**src/rtl/bcd_convert_ctrl.sv**
```systemverilog
// bcd_convert_ctrl: sequential binary-to-BCD converter.
// A single double-dabble (shift-add-3) stage is reused for BIN_WIDTH clock
// cycles. The packed-BCD result is registered and announced with a one-cycle
// done pulse. If the value does not fit in DIGITS decimal digits, the result
// saturates to all nines and overflow is set.
module bcd_convert_ctrl #(
  parameter int BIN_WIDTH = 14,
  parameter int DIGITS    = 4
) (
  input  logic                   clk,
  input  logic                   rst,
  input  logic                   start,
  input  logic [BIN_WIDTH-1:0]   bin_in,
  output logic                   busy,
  output logic                   done,
  output logic [4*DIGITS-1:0]    bcd_out,
  output logic                   overflow
);

  localparam int CNT_W = $clog2(BIN_WIDTH + 1);

  typedef enum logic {IDLE, SHIFT} state_t;

  state_t                state_q;
  logic [BIN_WIDTH-1:0]  bin_sr_q;
  logic [BIN_WIDTH-1:0]  bin_sr_d;
  logic [4*DIGITS-1:0]   acc_q;
  logic [4*DIGITS-1:0]   acc_d;
  logic [CNT_W-1:0]      cnt_q;
  logic [CNT_W-1:0]      cnt_d;
  logic                  ovf_acc_q;
  logic                  ovf_acc_d;
  logic                  done_q;
  logic [4*DIGITS-1:0]   bcd_out_q;
  logic                  overflow_q;

  // Per-digit "add 3 if >= 5" adjustment, applied before the shift.
  logic [3:0] adj [DIGITS];

  genvar gi;
  generate
    for (gi = 0; gi < DIGITS; gi++) begin : g_digit
      assign adj[gi] = (acc_q[4*gi +: 4] >= 4'd5) ? (acc_q[4*gi +: 4] + 4'd3)
                                                  : acc_q[4*gi +: 4];
      if (gi == 0) begin : g_lsd
        // Lowest digit takes the next binary bit, MSB first.
        assign acc_d[3:0] = {adj[0][2:0], bin_sr_q[BIN_WIDTH-1]};
      end else begin : g_upper
        // Higher digits take the bit carried out of the digit below.
        assign acc_d[4*gi +: 4] = {adj[gi][2:0], adj[gi-1][3]};
      end
    end
  endgenerate

  // The bit pushed out of the top digit means the value no longer fits; the
  // flag is sticky so any lost bit forces saturation at the end.
  assign ovf_acc_d = ovf_acc_q | adj[DIGITS-1][3];
  assign bin_sr_d  = bin_sr_q << 1;
  assign cnt_d     = cnt_q - CNT_W'(1);

  // Control FSM and datapath registers; one shift/adjust step per SHIFT cycle.
  always_ff @(posedge clk) begin
    if (rst) begin
      state_q    <= IDLE;
      bin_sr_q   <= '0;
      acc_q      <= '0;
      cnt_q      <= '0;
      ovf_acc_q  <= 1'b0;
      done_q     <= 1'b0;
      bcd_out_q  <= '0;
      overflow_q <= 1'b0;
    end else begin
      done_q <= 1'b0;
      case (state_q)
        IDLE: begin
          if (start) begin
            bin_sr_q  <= bin_in;
            acc_q     <= '0;
            ovf_acc_q <= 1'b0;
            cnt_q     <= CNT_W'(BIN_WIDTH);
            state_q   <= SHIFT;
          end
        end
        SHIFT: begin
          acc_q     <= acc_d;
          ovf_acc_q <= ovf_acc_d;
          bin_sr_q  <= bin_sr_d;
          cnt_q     <= cnt_d;
          if (cnt_q == CNT_W'(1)) begin
            // Last step: publish the result (saturated on overflow).
            state_q    <= IDLE;
            done_q     <= 1'b1;
            overflow_q <= ovf_acc_d;
            bcd_out_q  <= ovf_acc_d ? {DIGITS{4'h9}} : acc_d;
          end
        end
        default: state_q <= IDLE;
      endcase
    end
  end

  assign busy     = (state_q == SHIFT);
  assign done     = done_q;
  assign bcd_out  = bcd_out_q;
  assign overflow = overflow_q;

endmodule

```
**config.mk**
```make
export PLATFORM = sky130hd
export DESIGN_NAME = bcd_convert_ctrl
export DESIGN_NICKNAME = d
export VERILOG_FILES = /design/src/rtl/bcd_convert_ctrl.sv
export SDC_FILE = /design/constraint.sdc
export NUM_CORES = 1
export LEC_CHECK = 0
export CAP_MARGIN = 20
export CORE_MARGIN = 2
export CORE_UTILIZATION = 59
export DETAILED_ROUTE_END_ITERATION = 10
export GPL_TIMING_DRIVEN = 0
export MAX_ROUTING_LAYER = met4
export PLACE_DENSITY_LB_ADDON = 0.08
export SYNTH_ARGS = -nofsm -noshare
export SYNTH_HDL_FRONTEND = slang
export SYNTH_SLANG_ARGS = --single-unit
```
**constraint.sdc**
```tcl
create_clock -name clk -period 3.4 [get_ports clk]
set_clock_uncertainty 0.05 [all_clocks]
set_input_delay 0.85 -clock clk [delete_from_list [all_inputs] [get_ports clk]]
set_output_delay 0.85 -clock clk [all_outputs]
set_load 0.01 [all_outputs]
```
==> run_results.csv <==
group,metric,value,unit
routing,drtPass1Iterations,4,
synth,syn_avg_cell_area,8.61,µm²
clock_network,cts_root_buf,"clkbuf_8",
worst_setup_path,path_cells,"clkdlybuf4s50_1",
clock_network,htreeDepth,2,
synth,yosysTopAreaCell,"dfxtp_1",
place,dp_cells,412,
worst_setup_path,critPathKind,"flop to output port",
clock_network,cts_sinks,54,
final_layout,final-seq-area,1080,µm²
final_layout,syn_to_final_growth,18.5,%
worst_hold_path,min_from,"bin_sr_q[7]",
synth,synth_nets,351,
synth,synth.yosys.seq_area_share,38.7,%
worst_setup_path,cp.required,2.50,ns
clock_network,cts_buffer_depth,2,
timing,whs,0.444,ns
worst_hold_path,hold_class,"flop to flop",
timing,period_share,61.8,%
routing,ant_nets,0,
synth,netlist_area,2790,µm²
synth,synth_cell_type_count,47,
grt,grt_max_degree,17,
floorplanning,die_x,72.8,µm
pwr,powerDensity,372,nW/µm²
routing,vias,2444,
final_layout,mostFrequentLayoutCells,"54 x nor2_1, 54 x dfxtp_1, 34 x clkdlybuf4s50_1",
clock_network,cts_buffers,5,
final_layout,instances_no_fill,420,
routing,wl,6290,µm
clock_network,holdBufCountCts,0,
worst_setup_path,path_max_fanout,2,
pwr,irDropWorstVdd,250,µV
place,finalWeightedCongestion,0.910,
grt,antenna_found_initial,0,
worst_setup_path,crit_path_start_kind,"flop",
worst_setup_path,cp.arrival,1.20,ns
final_layout,fillCellCount,379,
status,run_status,"finished clean",
worst_setup_path,critPathTopFamily,"buffers and inverters",
clock_network,clk_latency,0.31,ns
synth,ys_ff_latch,54,
timing,hold_viol,0,
synth,syn_inst,324,
floorplanning,placementRows,25,
grt,grt_use_total,26.6,%
synth,synthTopCellsByArea,"dfxtp_1 39%, nor2_1 7.3%, mux2i_1 5.4%, a21oi_1 5.2%, o32ai_2 4.7%",
clock_network,ctsResizeCount,0,
routing,wl_per_cell,15.0,µm
grt,grt_pass1_wl,10600,µm
synth,synthArstFlopShare,0,%
floorplanning,die_h,72.8,µm
routing,drc,0,
final_layout,multi_input_area,1530,µm²
timing,rsz0062_at_grt,"false",
clock_network,clkTransAtPathRegs,0.10,ns
worst_setup_path,critPathMaxStageDelay,0.54,ns
worst_setup_path,crit_path_end_kind,"output port",
floorplanning,core-area,4630,µm²
timing,final.setup.tns,0,ns
synth,synth_edf_count,0,
place,numPortBuffers,34,
floorplanning,io_pins,36,
worst_setup_path,r2r_start,"acc_q[12]",
final_layout,antenna_cells,0,
job,cap_violations,0,
timing,period_needed,2.10,ns
floorplanning,initial_core_util,60.3,%
clock_network,cts_tree,"built",
timing,slew_violations,0,
synth,yosys.area.top_type_share,38.7,%
final_layout,design_area,3310,µm²
synth,ys.flop_type,"dfxtp_1",
worst_setup_path,setup.worst_path.start,"bcd_out[6]",
worst_setup_path,path_buf_inv,1,
synth,ys_warn_count,0,
timing,fmax,476,MHz
grt,grt_pass1_vias,2241,
grt,gr-total-overflow,0,
timing,worst_slew_pin_slew,0.577,ns
final_layout,drive_above_1_share,10.9,%
routing,via_per_inst,5.82,
pwr,leakagePower,1.15,nW
routing,drtIter0Drc,191,
clock_network,post_cts_buffers,0,
final_layout,fin_nets,392,
timing,finalSetupViolations,0,
floorplanning,die_area,5300,µm²
place,dpl.hpwl,4570,µm
timing,max_slew_margin,61.6,%
place,place_area,3200,µm²
worst_setup_path,slowest_stage,"clkdlybuf4s50_1",
metrics by stage:
| step | worst slack, ns | util [%] | power (mW) |
|---|---|---|---|
| finish | 1.30 | 71.4 | 1.23 |
| CTS | 1.29 | 71.4 | 1.23 |
| detailed placement | 1.04 | 69.1 | 0.812 |
| floorplan | 1.55 | - | 0.762 |
| global route | 1.24 | 71.4 | 1.27 |
| global placement | 1.08 | 69.1 | 0.808 |
cell type report:
type / instances / area share, %
buffer: 22 / 3.33
clock buffer: 5 / 2.08
clock inverter: 3 / 1.21
inverter: 19 / 2.16
multi-input combinational: 229 / 46.2
sequential: 54 / 32.7
tap: 54 / 2.04
timing repair buffer: 34 / 10.3
metal layers:
| metal | track usage (%) | part of all wire, % |
|---|---|---|
| met2 | 44.2 | 48 |
| met5 | - | 0 |
| met4 | 7.20 | 0.92 |
| met1 | 33.7 | 45 |
| met3 | 3.87 | 5.7 |
cells in the mapped netlist, types with 2 or more instances:
cell type and number:
o21ba_2 3, o32ai_2 8, inv_1 17, clkbuf_1 9
nand3_1 11, buf_6 2, or3_1 2, o211ai_1 2
o21ai_0 14, mux2i_1 15, nand2_1 8, ha_1 10
a21oi_1 29, nand2b_1 10, a311oi_1 6, a211oi_1 2
nor2b_1 4, a2bb2oi_1 3, a311oi_2 4, dfxtp_1 54
nor3b_1 5, and2_1 5, nor3_1 13, clkbuf_2 2
buf_2 5, buf_1 3, nor2_1 54, a31oi_1 5
worst min-delay path: stages (launching register included):
cell and delay [ns]:
dfxtp_1 0.34, a21oi_1 0.06, nor2_1 0.07
cell families after synthesis:
| family | count (synthesis) | share of synthesized area [%] |
|---|---|---|
| simple gates | 116 | 20.0 |
| compound gates | 87 | 24.5 |
| flops | 54 | 38.7 |
| buf+inv | 41 | 6.50 |
| mux | 15 | 5.38 |
| fa+ha+maj | 10 | 4.48 |
| xor+xnor | 1 | 0.314 |
state kept, by name, summed over array words and instances (netlist names):
name / count
done: 1
bcd_out: 16
busy: 1
cnt_q: 4
bin_sr_q: 14
overflow: 1
ovf_acc_q: 1
acc_q: 16
final timing paths:
check                                    to  slack (ns)  depth (start not counted)
worst min-delay path            bin_sr_q[8]        0.44                          2
worst max-delay path             bcd_out[6]        1.30                          1
worst max register to register  bcd_out[14]        1.46                          6
worst min register to register  bin_sr_q[8]        0.44                          2
power breakdown:
group / total, mW / switching, mW / internal, mW / leakage (nW)
Clock: 0.431 / 0.214 / 0.217 / 0.0579
Sequential: 0.665 / 0.0140 / 0.651 / 0.439
Combinational: 0.133 / 0.0745 / 0.0586 / 0.654
No activity file was read; power rests on OpenSTA's default activity.
